`config.mk`:
```
export PLATFORM = sky130hd
export DESIGN_NAME = mul_div_unit_flat
export DESIGN_NICKNAME = d
export VERILOG_FILES = /design/src/rtl/mul_div_unit_if.sv /design/src/rtl/mul_div_unit.sv /design/src/flat_wrapper.sv
export SDC_FILE = /design/constraint.sdc
export NUM_CORES = 1
export LEC_CHECK = 0
export CAP_MARGIN = 40
export CORE_MARGIN = 2
export CORE_UTILIZATION = 45
export DETAILED_ROUTE_END_ITERATION = 8
export PLACE_DENSITY = 0.77
export SLEW_MARGIN = 20
export SYNTH_ARGS = -nofsm -noshare
export SYNTH_HDL_FRONTEND = slang
export SYNTH_SLANG_ARGS = --single-unit
export TNS_END_PERCENT = 30
```
`constraint.sdc`:
```
create_clock -name clk -period 5.4 [get_ports clk]
set_input_delay 1.08 -clock clk [delete_from_list [all_inputs] [get_ports clk]]
set_output_delay 1.08 -clock clk [all_outputs]
set_load 0.05 [all_outputs]
```
`src/rtl/mul_div_unit_if.sv`:
```
// Handshake/bus bundle between the EX stage (master) and the iterative M-extension unit (slave).
interface mul_div_unit_if #(
  parameter int XLEN  = 32,
  parameter int TAG_W = 5
) ();
  logic             start;
  logic [2:0]       op;
  logic [XLEN-1:0]  src1;
  logic [XLEN-1:0]  src2;
  logic [TAG_W-1:0] tag_i;
  logic             flush;
  logic             busy;
  logic             done;
  logic [XLEN-1:0]  result;
  logic [TAG_W-1:0] tag_o;

  modport master (
    output start, op, src1, src2, tag_i, flush,
    input  busy, done, result, tag_o
  );

  modport slave (
    input  start, op, src1, src2, tag_i, flush,
    output busy, done, result, tag_o
  );
endinterface

```
`src/rtl/mul_div_unit.sv`:
```
// Iterative RV32/64 M-extension unit: shift-add multiplier and restoring divider, one bit per cycle.
// Optional feature macro: MDU_FAST_MUL_EN (single-cycle combinational multiply; divides stay iterative).
module mul_div_unit #(
  parameter int XLEN  = 32,
  parameter int TAG_W = 5
) (
  input  logic           clk,
  input  logic           rst_n,
  mul_div_unit_if.slave  bus
);

  localparam int CNT_W = $clog2(XLEN);
  localparam logic [CNT_W-1:0] LAST_CNT = CNT_W'(XLEN - 1);
  localparam logic [XLEN-1:0]  MIN_INT  = {1'b1, {(XLEN-1){1'b0}}};
  localparam logic [XLEN-1:0]  ALL_ONES = {XLEN{1'b1}};
  localparam logic [XLEN-1:0]  ZERO_X   = {XLEN{1'b0}};

  localparam logic [2:0] OP_MUL    = 3'd0;
  localparam logic [2:0] OP_MULH   = 3'd1;
  localparam logic [2:0] OP_MULHSU = 3'd2;
  localparam logic [2:0] OP_MULHU  = 3'd3;
  localparam logic [2:0] OP_DIV    = 3'd4;
  localparam logic [2:0] OP_DIVU   = 3'd5;
  localparam logic [2:0] OP_REM    = 3'd6;
  localparam logic [2:0] OP_REMU   = 3'd7;

  typedef enum logic [1:0] {
    S_IDLE = 2'd0,
    S_CALC = 2'd1,
    S_DONE = 2'd2
  } state_t;

  state_t           r_state;
  logic [CNT_W-1:0] r_cnt;
  logic             r_busy;
  logic             r_done;
  logic [XLEN-1:0]  r_result;
  logic [TAG_W-1:0] r_tag_o;
  logic [TAG_W-1:0] r_pend_tag;
  logic [2:0]       r_op;
  logic [XLEN-1:0]  r_a;
  logic [XLEN-1:0]  r_hi;
  logic [XLEN-1:0]  r_lo;
  logic             r_neg_a;
  logic             r_neg_b;

  logic             w_accept;
  logic             w_s1_signed;
  logic             w_s2_signed;
  logic             w_s1_neg;
  logic             w_s2_neg;
  logic [XLEN-1:0]  w_abs1;
  logic [XLEN-1:0]  w_abs2;
  logic             w_special;
  logic [XLEN-1:0]  w_special_res;
  logic [XLEN:0]    w_mul_sum;
  logic [XLEN:0]    w_div_trial;
  logic [XLEN-1:0]  w_hi_nxt;
  logic [XLEN-1:0]  w_lo_nxt;
  logic [2*XLEN-1:0] w_prod;
  logic [2*XLEN-1:0] w_prod_fix;
  logic [XLEN-1:0]  w_quo_fix;
  logic [XLEN-1:0]  w_rem_fix;
  logic [XLEN-1:0]  w_final;

  assign w_accept = bus.start && !r_busy && !bus.flush;

  // Operand sign handling and magnitudes taken at launch.
  always_comb begin
    w_s1_signed = (bus.op == OP_MULH) || (bus.op == OP_MULHSU) ||
                  (bus.op == OP_DIV)  || (bus.op == OP_REM);
    w_s2_signed = (bus.op == OP_MULH) || (bus.op == OP_DIV) || (bus.op == OP_REM);
    w_s1_neg    = w_s1_signed && bus.src1[XLEN-1];
    w_s2_neg    = w_s2_signed && bus.src2[XLEN-1];
    if (w_s1_neg) begin
      w_abs1 = -bus.src1;
    end else begin
      w_abs1 = bus.src1;
    end
    if (w_s2_neg) begin
      w_abs2 = -bus.src2;
    end else begin
      w_abs2 = bus.src2;
    end
  end

`ifdef MDU_FAST_MUL_EN
  logic signed [XLEN:0]     w_fast_a;
  logic signed [XLEN:0]     w_fast_b;
  logic signed [2*XLEN+1:0] w_fast_prod;

  // Full-width signed product of sign/zero-extended operands covers all four multiply flavours.
  always_comb begin
    w_fast_a    = $signed({w_s1_signed & bus.src1[XLEN-1], bus.src1});
    w_fast_b    = $signed({w_s2_signed & bus.src2[XLEN-1], bus.src2});
    w_fast_prod = w_fast_a * w_fast_b;
  end
`endif

  // Results that complete without iterating: divide-by-zero, signed overflow, optional fast multiply.
  always_comb begin
    w_special     = 1'b0;
    w_special_res = ZERO_X;
    if (bus.op[2] && (bus.src2 == ZERO_X)) begin
      w_special = 1'b1;
      if (bus.op[1]) begin
        w_special_res = bus.src1;
      end else begin
        w_special_res = ALL_ONES;
      end
    end else if (((bus.op == OP_DIV) || (bus.op == OP_REM)) &&
                 (bus.src1 == MIN_INT) && (bus.src2 == ALL_ONES)) begin
      w_special = 1'b1;
      if (bus.op[1]) begin
        w_special_res = ZERO_X;
      end else begin
        w_special_res = bus.src1;
      end
    end else begin
`ifdef MDU_FAST_MUL_EN
      if (!bus.op[2]) begin
        w_special = 1'b1;
        if (bus.op == OP_MUL) begin
          w_special_res = w_fast_prod[XLEN-1:0];
        end else begin
          w_special_res = w_fast_prod[2*XLEN-1:XLEN];
        end
      end else begin
        w_special     = 1'b0;
        w_special_res = ZERO_X;
      end
`else
      w_special     = 1'b0;
      w_special_res = ZERO_X;
`endif
    end
  end

  // One iteration step: {hi,lo} is the product shifter or the remainder/quotient pair.
  always_comb begin
    w_mul_sum   = {1'b0, r_hi} + (r_lo[0] ? {1'b0, r_a} : {(XLEN+1){1'b0}});
    w_div_trial = {r_hi, r_lo[XLEN-1]} - {1'b0, r_a};
    if (r_op[2]) begin
      if (!w_div_trial[XLEN]) begin
        w_hi_nxt = w_div_trial[XLEN-1:0];
        w_lo_nxt = {r_lo[XLEN-2:0], 1'b1};
      end else begin
        w_hi_nxt = {r_hi[XLEN-2:0], r_lo[XLEN-1]};
        w_lo_nxt = {r_lo[XLEN-2:0], 1'b0};
      end
    end else begin
      w_hi_nxt = w_mul_sum[XLEN:1];
      w_lo_nxt = {w_mul_sum[0], r_lo[XLEN-1:1]};
    end
  end

  // Sign fixup and result select applied to the final iteration's output.
  always_comb begin
    w_prod = {w_hi_nxt, w_lo_nxt};
    if (r_neg_a) begin
      w_prod_fix = -w_prod;
      w_quo_fix  = -w_lo_nxt;
    end else begin
      w_prod_fix = w_prod;
      w_quo_fix  = w_lo_nxt;
    end
    if (r_neg_b) begin
      w_rem_fix = -w_hi_nxt;
    end else begin
      w_rem_fix = w_hi_nxt;
    end
    case (r_op)
      OP_MUL:                       w_final = w_prod_fix[XLEN-1:0];
      OP_MULH, OP_MULHSU, OP_MULHU: w_final = w_prod_fix[2*XLEN-1:XLEN];
      OP_DIV, OP_DIVU:              w_final = w_quo_fix;
      OP_REM, OP_REMU:              w_final = w_rem_fix;
      default:                      w_final = ZERO_X;
    endcase
  end

  // Control FSM with registered outputs; flush overrides everything except reset.
  always_ff @(posedge clk or negedge rst_n) begin
    if (!rst_n) begin
      r_state    <= S_IDLE;
      r_cnt      <= {CNT_W{1'b0}};
      r_busy     <= 1'b0;
      r_done     <= 1'b0;
      r_result   <= ZERO_X;
      r_tag_o    <= {TAG_W{1'b0}};
      r_pend_tag <= {TAG_W{1'b0}};
      r_op       <= 3'd0;
      r_a        <= ZERO_X;
      r_hi       <= ZERO_X;
      r_lo       <= ZERO_X;
      r_neg_a    <= 1'b0;
      r_neg_b    <= 1'b0;
    end else if (bus.flush) begin
      r_state <= S_IDLE;
      r_busy  <= 1'b0;
      r_done  <= 1'b0;
    end else begin
      case (r_state)
        S_IDLE, S_DONE: begin
          r_done <= 1'b0;
          if (w_accept) begin
            r_op       <= bus.op;
            r_pend_tag <= bus.tag_i;
            r_cnt      <= {CNT_W{1'b0}};
            r_neg_a    <= w_s1_neg ^ w_s2_neg;
            r_neg_b    <= w_s1_neg;
            r_hi       <= ZERO_X;
            if (bus.op[2]) begin
              r_a  <= w_abs2;
              r_lo <= w_abs1;
            end else begin
              r_a  <= w_abs1;
              r_lo <= w_abs2;
            end
            if (w_special) begin
              r_state  <= S_DONE;
              r_busy   <= 1'b0;
              r_done   <= 1'b1;
              r_result <= w_special_res;
              r_tag_o  <= bus.tag_i;
            end else begin
              r_state <= S_CALC;
              r_busy  <= 1'b1;
            end
          end else begin
            r_state <= S_IDLE;
            r_busy  <= 1'b0;
          end
        end
        S_CALC: begin
          r_hi <= w_hi_nxt;
          r_lo <= w_lo_nxt;
          if (r_cnt == LAST_CNT) begin
            r_state  <= S_DONE;
            r_busy   <= 1'b0;
            r_done   <= 1'b1;
            r_result <= w_final;
            r_tag_o  <= r_pend_tag;
          end else begin
            r_cnt <= r_cnt + {{(CNT_W-1){1'b0}}, 1'b1};
          end
        end
        default: begin
          r_state <= S_IDLE;
          r_busy  <= 1'b0;
          r_done  <= 1'b0;
        end
      endcase
    end
  end

  assign bus.busy   = r_busy;
  assign bus.done   = r_done;
  assign bus.result = r_result;
  assign bus.tag_o  = r_tag_o;

endmodule

```
`src/flat_wrapper.sv`:
```
// flat-port wrapper written by rule: the top's interface ports become plain ports
module mul_div_unit_flat 
#(
  parameter int XLEN  = 32,
  parameter int TAG_W = 5
)
  (clk, rst_n, bus_start, bus_op, bus_src1, bus_src2, bus_tag_i, bus_flush, bus_busy, bus_done, bus_result, bus_tag_o);
  mul_div_unit_if #(.XLEN(XLEN), .TAG_W(TAG_W)) bus_i ();
  input  logic clk;
  input  logic rst_n;
  input wire logic [$bits(bus_i.start)-1:0] bus_start;
  input wire logic [$bits(bus_i.op)-1:0] bus_op;
  input wire logic [$bits(bus_i.src1)-1:0] bus_src1;
  input wire logic [$bits(bus_i.src2)-1:0] bus_src2;
  input wire logic [$bits(bus_i.tag_i)-1:0] bus_tag_i;
  input wire logic [$bits(bus_i.flush)-1:0] bus_flush;
  output wire logic [$bits(bus_i.busy)-1:0] bus_busy;
  output wire logic [$bits(bus_i.done)-1:0] bus_done;
  output wire logic [$bits(bus_i.result)-1:0] bus_result;
  output wire logic [$bits(bus_i.tag_o)-1:0] bus_tag_o;
  assign bus_i.start = bus_start;
  assign bus_i.op = bus_op;
  assign bus_i.src1 = bus_src1;
  assign bus_i.src2 = bus_src2;
  assign bus_i.tag_i = bus_tag_i;
  assign bus_i.flush = bus_flush;
  assign bus_busy = bus_i.busy;
  assign bus_done = bus_i.done;
  assign bus_result = bus_i.result;
  assign bus_tag_o = bus_i.tag_o;
  mul_div_unit #(.XLEN(XLEN), .TAG_W(TAG_W)) u_core (.clk(clk), .rst_n(rst_n), .bus(bus_i));
endmodule
```
# Word-level counts from Yosys, hierarchy flattened
# Index checks and enable logic that the tools add are counted.
# word_totals
reg_bits,152
in_bits,76
out_inout_bits,39
word_cells,120
# classes
addsub,8
eq_ne,21
muxes,49
n_bitwise,2
n_reduce_logical,27
# op_table
op,n
$mux 32,19
$pmux 32 s2,3
$neg 32->32,4
$pmux 32 s4,1
$eq 32x32->1 const B,2
$mux 64,1
$neg 64->64,1
$add 32x33->33,1
$sub 33x32->33,1
$logic_not 32->1,1
$mux 5,5
$pmux 5 s2,2
$eq 3x3->1 const B,6
$mux 1,11
$eq 3x2->1 const B,3
$mux 2,4
$logic_and 1x1->1,7
$eq 3x1->1 const B,2
$logic_or 1x1->1,6
$ne 2x1->1 const B,3
$reduce_and 3->1,2
$reduce_or 2->1,3
$add 5x1->5 const B,1
$eq 5x5->1 const B,1
15 further kinds,17

# Depth between registers and ports, before layout
# logic_depth
word_depth,10
depth_mapped,23
depth_no_buf,22

# Least setup slack after synthesis
# OpenSTA, ideal clock, no wires.
# synth_timing
kind,reg2reg
from,register u_core.r_op[2]
to,"register u_core.r_result[28], in the netlist u_core.bus.result[28]"
setup_ps,144
t_arrival_ps,5329
t_required_ps,5256
slack_ps,-73
stages_incl_launch_ff,23
path_buffers,11
period_less_slack_ps,5473
path_cell_list,dfrtp_1 -> clkbuf_1 -> buf_2 -> buf_2 -> buf_2 -> buf_1 -> buf_2 -> buf_1 -> buf_1 -> buf_2 -> mux2i_1 -> ha_1 -> o211ai_1 -> nor2_1 -> o21ai_0 -> nand2b_1 -> or2_2 -> clkbuf_1 -> clkbuf_1 -> nor3_1 -> mux2_2 -> nor2_1 -> o311ai_1
# synth_via
elab_chain_len,6
elab_cells_between_ends,22
cone_classes,add/sub: 3; eq/ne: 7; mux: 8; reduce/logical: 4
# synth_rtl
item,line,rtl
start: declaration,mul_div_unit.sv:40,logic [2:0] r_op;
start signal: assignment,mul_div_unit.sv:206,r_op <= bus.op;
$mux 32,mul_div_unit.sv:143,if (r_op[2]) begin
$neg 64->64 (tied with other cells),mul_div_unit.sv:161,w_prod_fix = -w_prod;
$mux 64 (tied with other cells),mul_div_unit.sv:160,if (r_neg_a) begin
$pmux 32 s4 *,mul_div_unit.sv:172,case (r_op)
$mux 32 *,mul_div_unit.sv:237,if (r_cnt == LAST_CNT) begin
$pmux 32 s2 *,mul_div_unit.sv:202,case (r_state)
end signal: assignment,mul_div_unit.sv:223,r_result <= w_special_res;
end signal: assignment,mul_div_unit.sv:241,r_result <= w_final;
end: declaration,mul_div_unit.sv:37,logic [XLEN-1:0] r_result;
# Every way passes the cells marked *; elsewhere a longest branch is shown, timed or not. The select of a mux whose other input is x is not followed.
# A chain may end at the register's enable or synchronous reset.

# Worst setup path in the final report
# layout_timing
from,register u_core.r_lo[0]
to,"register u_core.r_result[28], in the netlist u_core.bus.result[28]"
# layout_via
elab_chain_len,8
elab_cells_between_ends,13
cone_classes,add/sub: 4; mux: 9
# layout_rtl
item,line,rtl
start: declaration,mul_div_unit.sv:43,logic [XLEN-1:0] r_lo;
start signal: assignment,mul_div_unit.sv:214,r_lo <= w_abs1;
start signal: assignment,mul_div_unit.sv:217,r_lo <= w_abs2;
start signal: assignment,mul_div_unit.sv:236,r_lo <= w_lo_nxt;
$mux 32,mul_div_unit.sv:141,"w_mul_sum = {1'b0, r_hi} + (r_lo[0] ? {1'b0, r_a} : {(XLEN+1){1'b0}});"
$add 32x33->33,mul_div_unit.sv:141,
$mux 32,mul_div_unit.sv:143,
$neg 64->64 / $neg 32->32 (equally long branches),"mul_div_unit.sv:161, mul_div_unit.sv:168",
$mux 64 / $mux 32 (equally long branches),"mul_div_unit.sv:160, mul_div_unit.sv:167",
$pmux 32 s4 *,mul_div_unit.sv:172,
$mux 32 *,mul_div_unit.sv:237,
$pmux 32 s2 *,mul_div_unit.sv:202,
# Marks and branches as above.

==> impl_metrics.env <==
export IMPL_syn_to_final_growth_pct=17.7
export IMPL_max_slew_margin=0.391
export IMPL_grt_pass1_wl_um=109000
export IMPL_rsz0062_at_grt="false"
export IMPL_syn_area_um2=16700
export IMPL_firstDrtPassIters=6
export IMPL_drc_errors=0
export IMPL_p_total_mw=11.8
export IMPL_path_cells="clkinvlp_4, buf_12, buf_4, nor2_1, ha_1, a211oi_1, o21bai_1, a21oi_1, nor2b_1, o21a_1, a311oi_1, buf_4, xnor2_1, mux2i_1, nand4_1, o21ai_0, nor2_1, o311ai_0, o311ai_1"
export IMPL_period_minus_slack_ps=5160
export IMPL_power_frac_seq=0.154
export IMPL_tns_ps=0
export IMPL_gp_congestion=1.02
export IMPL_seq_area_um2=3780
export IMPL_worst_pin_slew_ps=904
export IMPL_syn_avg_cell_area_um2=7.39
export IMPL_internal_power_mw=5.27
export IMPL_endpoint_kind="register"
export IMPL_grt_max_degree=108
export IMPL_cpLargestDelayFamily="compound AO/OA/AOI/OAI gates"
export IMPL_cts_sinks=151
export IMPL_drt_iter0_drc=2269
export IMPL_fmax_ghz=0.194
export IMPL_crit_type="register to register"
export IMPL_dp_final_hpwl_um=57400
export IMPL_portBuffers=114
export IMPL_run_status="completed"
export IMPL_wl_um=72300
export IMPL_post_cts_setup_buffers=0
export IMPL_fill_cells=3499
export IMPL_cts_resized_gates=0
export IMPL_drtAntennaViolNets=0
export IMPL_synth_area_leader_cell="dfrtp_1"
export IMPL_diodes=0
export IMPL_cts_max_level=4
export IMPL_start_kind="register"
export IMPL_crit_slowest_cell="mux2i_1"
export IMPL_fin_skew_ps=13.4
export IMPL_cts_buffer_depth=2
export IMPL_ioPinCount=115
export IMPL_cts_root_buf="clkbuf_16"
export IMPL_cts_tree="yes"
export IMPL_clk_pin_slew_worst_paths_ps=70
export IMPL_antenna_found_initial=2
export IMPL_synth_top_area_share=0.226
export IMPL_multi_input_area_um2=12200
export IMPL_ys_top_cells_by_area="dfrtp_1 (23%), nand2_1 (5.9%), nor2_1 (5.8%), a21oi_1 (5.6%), o21ai_0 (5.6%)"
export IMPL_holdCritPathClass="register to register"
export IMPL_routedWlPerCell_um=25.2
export IMPL_synthFlopType="dfrtp_1"
export IMPL_power_density_nw_per_um2=600
export IMPL_synth_seq_cells=151
export IMPL_yosysMostFrequentCell="nand2_1"
export IMPL_grt_util_all_layers=0.368
export IMPL_period_share=0.956
export IMPL_p_sw_mw=6.53
export IMPL_p_leak_nw=8.30
export IMPL_vias_per_cell=6.60
export IMPL_synth_top_cells_by_count="nand2_1 (264), nor2_1 (257), a21oi_1 (188)"
export IMPL_final_net_count=2541
export IMPL_slew_viol_final=0
export IMPL_synth_async_sr_flop_share=1.00
export IMPL_hold_viol=0
export IMPL_die_h_um=197
export IMPL_cts_hold_buf=0
export IMPL_core_area_um2=36600
export IMPL_worstPathArrival_ps=5460
export IMPL_rows=70
export IMPL_synth_edff_count=0
export IMPL_ys_types=106
export IMPL_drive_above_1_share=0.0994
export IMPL_combPwrFrac=0.735
export IMPL_yosysWarnings=0
export IMPL_syn_nets=2413
export IMPL_fp_dieArea_um2=38700
export IMPL_max_cap_violations=0
export IMPL_cpPeakStageDelay_ps=540
export IMPL_setup_violations=0
export IMPL_initial_core_util=0.457
export IMPL_cp_buffers_inverters=4
export IMPL_cts_inserted_buffers=17
export IMPL_die_w_um=197
export IMPL_vias=19000
export IMPL_cp_max_fo=14
export IMPL_worstPathRequired_ps=5700
export IMPL_netlist_instances=2264
export IMPL_ir_worst_vdd_mv=0.275
export IMPL_grt_pass1_vias=17700
export IMPL_insertion_delay_ps=450
export IMPL_clkPwrFrac=0.111
export IMPL_switching_share=0.554
export IMPL_yosysSeqAreaShare=0.226
export IMPL_gr_total_overflow=0
## metrics by stage
stage / hold WS, ps / instances / utilization / worst slack, ps / instance area (um2)
after floorplan: 446 / 2264 / - / 77.1 / 16700
after global placement: 458 / 2836 / 0.517 / 290 / 18900
after CTS: 488 / 2872 / 0.536 / 190 / 19600
after global routing: 517 / 2873 / 0.538 / 16.8 / 19700
final: 488 / 2873 / 0.538 / 236 / 19700
after detailed placement: 471 / 2840 / 0.518 / 233 / 19000
## kinds of logic after synthesis
kind of cell	count (synthesis)	synth area share
AO/OA/AOI/OAI	786	0.316
XOR/XNOR	171	0.0896
adder cells (fa/ha/maj)	73	0.0555
buffers and inverters	219	0.0511
flip-flops	151	0.226
multiplexers	53	0.0322
AND/OR/NAND/NOR	811	0.230
## flip-flops by register name, indices dropped and copies added, names as in the netlist
| name | flops |
|---|---|
| u_core.bus.busy | 1 |
| u_core.bus.done | 1 |
| u_core.bus.result | 32 |
| u_core.bus.tag_o | 5 |
| u_core.r_a | 32 |
| u_core.r_cnt | 5 |
| u_core.r_hi | 32 |
| u_core.r_lo | 32 |
| u_core.r_neg_a | 1 |
| u_core.r_neg_b | 1 |
| u_core.r_op | 3 |
| u_core.r_pend_tag | 5 |
| u_core.r_state | 1 |
## worst min-delay path: stages, from the launching register on
cell and delay [ps]:
dfrtp_1 350, nand2_1 50, nand2_1 60
## placed cells by master (no fill, tap or decap), types with 30 or more instances in the layout
master and count:
mux2i_1 47, nor2_1 255, xnor2_1 102, a21o_1 34
a21oi_1 186, buf_4 126, nand3_1 38, o21ai_0 185
inv_1 80, ha_1 71, o31ai_1 30, o211ai_1 40
nand2_1 264, clkdlybuf4s50_1 112, a31oi_1 41, dfrtp_1 150
xor2_1 69, o221ai_1 36, nor3_1 48
## worst paths after layout
path                       slack [ps]                                end  cells after the start                        startpoint
max reg2reg                       240  u_core.bus.result[28]$_DFFE_PN0P_                     19        u_core.r_lo[0]$_DFFE_PN0P_
min                               490   u_core.r_pend_tag[2]$_DFFE_PN0P_                      2  u_core.r_pend_tag[2]$_DFFE_PN0P_
min in group asynchronous         630         u_core.r_a[21]$_DFFE_PN0P_                      1                             rst_n
max in group asynchronous        3790         u_core.r_a[29]$_DFFE_PN0P_                      2                             rst_n
max                               240  u_core.bus.result[28]$_DFFE_PN0P_                     19        u_core.r_lo[0]$_DFFE_PN0P_
min reg2reg                       490   u_core.r_pend_tag[2]$_DFFE_PN0P_                      2  u_core.r_pend_tag[2]$_DFFE_PN0P_
## per-layer routing
layer | global-route usage | wire length (um)
met1 | 0.479 | 29200
met2 | 0.586 | 32400
met3 | 0.0710 | 6830
met4 | 0.180 | 3880
met5 | 0 | 12
## area by class of cell
class | instances | share of cell area
Clock buffer | 17 | 0.0216
Clock inverter | 15 | 0.0103
Inverter | 82 | 0.0158
Multi-Input combinational cell | 1894 | 0.618
Sequential cell | 151 | 0.192
Tap cell | 468 | 0.0298
Timing Repair Buffer | 246 | 0.113
## power by group through the flow
stage / Sequential [mW] / Combinational, mW / Clock [mW]
after floorplan: 1.69 / 5.52 / 0
after global placement: 1.81 / 8.26 / 0
after detailed placement: 1.82 / 8.33 / 0
after CTS: 1.80 / 8.38 / 1.30
after global routing: 1.85 / 9.24 / 1.36
final: 1.82 / 8.67 / 1.31
Power figures use the tool's default switching activity.
==> RTL change 1 (same flow settings) <==
`TAG_W` is set to 5 in 3 places; all go to 7.
--- a/src/rtl/mul_div_unit_if.sv
+++ b/src/rtl/mul_div_unit_if.sv
@@ -3,3 +3,3 @@
   parameter int XLEN  = 32,
-  parameter int TAG_W = 5
+  parameter int TAG_W = 7
 ) ();
--- a/src/rtl/mul_div_unit.sv
+++ b/src/rtl/mul_div_unit.sv
@@ -4,3 +4,3 @@
   parameter int XLEN  = 32,
-  parameter int TAG_W = 5
+  parameter int TAG_W = 7
 ) (
--- a/src/flat_wrapper.sv
+++ b/src/flat_wrapper.sv
@@ -4,3 +4,3 @@
   parameter int XLEN  = 32,
-  parameter int TAG_W = 5
+  parameter int TAG_W = 7
 )
Interface: changed (resized bus_tag_i and bus_tag_o); port bits go from 115 to 119. No check against the original RTL was run, so the function may have changed too.
==> RTL change 1 against the unedited design <==
- largest power group unchanged
- setup slack worse by 0.030 ns
- wire length down 7.9%
- largest cell class unchanged
- highest routed layer unchanged
- power is 5.6% lower
- critical endpoint is now u_core.bus.result[26]$_DFFE_PN0P_
- sequential cell count up 4
- final area fell by 5.0%
- synthesized area is 3.6% lower
- non-clock buffer count decreased by 44
- synthesized cell count is 4.2% lower
- core utilization down 0.92 points
- sequential share of layout area rose by 1.5 points
==> RTL change 1: results (changes against the unedited design) <==
crit path max fanout 15 (+1); WHS 0.476 ns (-0.0117 ns); 1st-iter DRT viols 2083 (-8.2%); vias per cell 6.51 (-1.3%); Max IR drop VDD 0.300 mV (+9.2%); crit path DAT 5.52 ns (+0.06 ns); routed len/inst 24.4 microns (-3.0%); worst flop-to-flop path endpoint u_core.bus.result[26]$_DFFE_PN0P_; gpl congestion 1.03 (+0.46%); R2R Setup Slk 0.21 ns (-0.03 ns); GR Util All Layers 34.7% (-2.2 points); Inst Count DP 2695 (-5.1%); Area growth syn-to-layout 16.0%; Fill cells 3429 (-2.0%); number of global-route vias before repair 16700 (-6.0%); min-delay src u_core.r_pend_tag[3]$_DFFE_PN0P_; status finished clean; Tcrit/Tclk final 96.2% (+0.55 points); register area 3880 sq um (+2.6%); largest delay contributor family on the critical path simple AND/OR/NAND/NOR gates; crit path max-delay cell type dfrtp_1; sequential cell count 155 (+2.6%); post-synthesis sequential area ratio 24.1% (+1.5 points); via count 17800 (-6.3%); P_leak 7.78 nW (-6.3%); Worst slew margin 37.8% (-1.3 points); HPWL Detailed 51800 microns (-9.7%); Antenna Cells 1 (+1)
-- RTL change 1: changes by cell type in the layout (fill, tap and decap cells not counted), moves of 8 or more --
| cell | before | now |
|---|---|---|
| xor2_1 | 69 | 78 |
| a21o_1 | 34 | 26 |
| nor3_1 | 48 | 56 |
| buf_4 | 126 | 80 |
| xnor2_1 | 102 | 94 |
| a211oi_1 | 26 | 12 |
| nand2_1 | 264 | 293 |
| nand2b_1 | 26 | 12 |
| and2_1 | 15 | 46 |
| nor2_1 | 255 | 194 |
| o21ai_0 | 185 | 205 |
| nand4_1 | 26 | 36 |
-- RTL change 1: where the power goes --
part           internal [mW]  switching (mW)
sequential              1.46           0.418
combinational           2.90            5.01
clock                  0.828           0.526
total                   5.19            5.95
-- RTL change 1: per-layer routing --
layer  share of wire (%)  up-vias
met2                  45      976
met3                 9.7      173
met5               0.018        -
li1                    -     8058
met1                  41     8566
met4                 4.9        2
-- RTL change 1: repair_timing --
action,4_1_cts,5_1_grt
setup endpoints to repair,0,18
setup buffers,0,1
resized for setup,0,17
==> RTL change 2 (config.mk and constraints unchanged) <==
Made on the original files. Make the reset (`rst_n`) synchronous in one clocked block.
--- a/src/rtl/mul_div_unit.sv
+++ b/src/rtl/mul_div_unit.sv
@@ -181,3 +181,3 @@
   // Control FSM with registered outputs; flush overrides everything except reset.
-  always_ff @(posedge clk or negedge rst_n) begin
+  always_ff @(posedge clk) begin
     if (!rst_n) begin
Formal check against the unedited RTL: differs if rst_n is asserted again (counterexample within 4 cycles, from zero or initial values and one cycle with rst_n low); with rst_n held inactive, the same outputs for 4 cycles.
==> RTL change 2 against the unedited design <==
- setup slack improved by 0.017 ns
- global-route usage increased by 4.3 points
- final cell count increased by 4.6%
- first-iteration DRC count increased by 16%
- final area decreased by 1.0%
- sequential cell count decreased by 1
- wire length increased by 11%
- synthesized area decreased by 0.53%
- critical endpoint is now u_core.bus.result[28]$_SDFFE_PN0P_
Power is not compared: it rests on default switching activity, and its combinational part moved more than twofold at a synthesized area within 25%.
==> RTL change 2: results (changes against the unedited design) <==
status finished clean; HPWL Detailed 62400 microns (+8.8%); number of global-route vias before repair 18900 (+6.6%); GRT met1 Usage 52.1% (+4.3 points); Hold EP u_core.r_pend_tag[4]$_SDFFE_PN0P_; Placed Area 18800 sq um (-1.1%); met2 Resource Use GR 62.4% (+3.8 points); xor/xnor share of the synthesized area 8.53% (-0.43 points); post-synthesis sequential area ratio 18.1% (-4.5 points); largest delay contributor family on the critical path simple AND/OR/NAND/NOR gates; sequential cell count 150 (-0.66%); Clock buf/inv share 3.15% (-0.037 points); crit path max fanout 10 (-4); Area contributors post-synth dfxtp_1 18%, nor2_1 6.7%, nand2_1 6.4%; Fill cells 3573 (+2.1%); via count 20400 (+7.3%); setup slack at placement 0.255 ns (+0.0225 ns); multi-input combinational area share 65.5% (+3.7 points); post-synthesis adder-cell area fraction 5.58% (+0.030 points); CP startpoint u_core.r_lo[31]$_SDFFE_PN0P_; nets@finish 2672 (+5.2%); proportion of layout cells with a drive suffix above 1 10.1% (+0.20 points); gpl congestion 1.08 (+5.2%); end of the critical path u_core.bus.result[28]$_SDFFE_PN0P_; Syn Inst Count 2410 (+6.4%); mux contribution to synthesized area 3.65% (+0.43 points); worst slew pin tran 0.877 ns (-0.0273 ns); max incr delay on CP 0.51 ns (-0.03 ns); ys flop type dfxtp_1; skew final 0.0132 ns (-0.000191 ns); GR Util All Layers 41.1% (+4.3 points); Final Non-Filler Cells 3004 (+4.6%); Worst-Skew Late Latency 0.47 ns (+0.02 ns); Multi-Input Combinational 2022 (+6.8%); Routed WL 80000 microns (+11%); non-clock buffer count 251 (+2.0%); Area growth syn-to-layout 17.1%; Yosys cell types 102 (-3.8%); first-pass GRT wire length 119000 microns (+10%); Async S/R FF share, synth 0% (-100 points); GRT met3 Usage 8.60% (+1.5 points); clock buf count 19 (+2); Mapped Nets 2559 (+6.1%); synth cell count leaders 297 x nor2_1, 283 x nand2_1, 207 x a21oi_1; crit path DAT 5.52 ns (+0.06 ns); initial antenna violation count 0 (-2); R2R Setup Slk 0.25 ns (+0.02 ns)
==> RTL change 2: cell count changes after synthesis, moves of 16 or more <==
| cell | before | now |
|---|---|---|
| a22o_1 | 22 | 1 |
| dfxtp_1 | 0 | 150 |
| nand3_1 | 38 | 54 |
| dfrtp_1 | 151 | 0 |
| o221ai_1 | 36 | 10 |
| a21oi_1 | 188 | 207 |
| o211ai_1 | 40 | 61 |
| nand2_1 | 264 | 283 |
| and2_1 | 15 | 45 |
| a22oi_1 | 10 | 30 |
| o21ai_0 | 186 | 141 |
| nor3_1 | 49 | 83 |
| nor2_1 | 257 | 297 |
==> RTL change 2: what timing repair did <==
| item | in CTS | in global routing |
|---|---|---|
| setup buffers | 0 | 0 |
| endpoints found under the setup margin | 0 | 14 |
| gates resized for setup | 0 | 12 |
==> RTL change 2: per-layer routing <==
layer	vias to the layer above	routed length, microns
met5	-	0
met2	1354	33900
met3	309	8310
met1	9642	31300
li1	9055	-
met4	0	6550
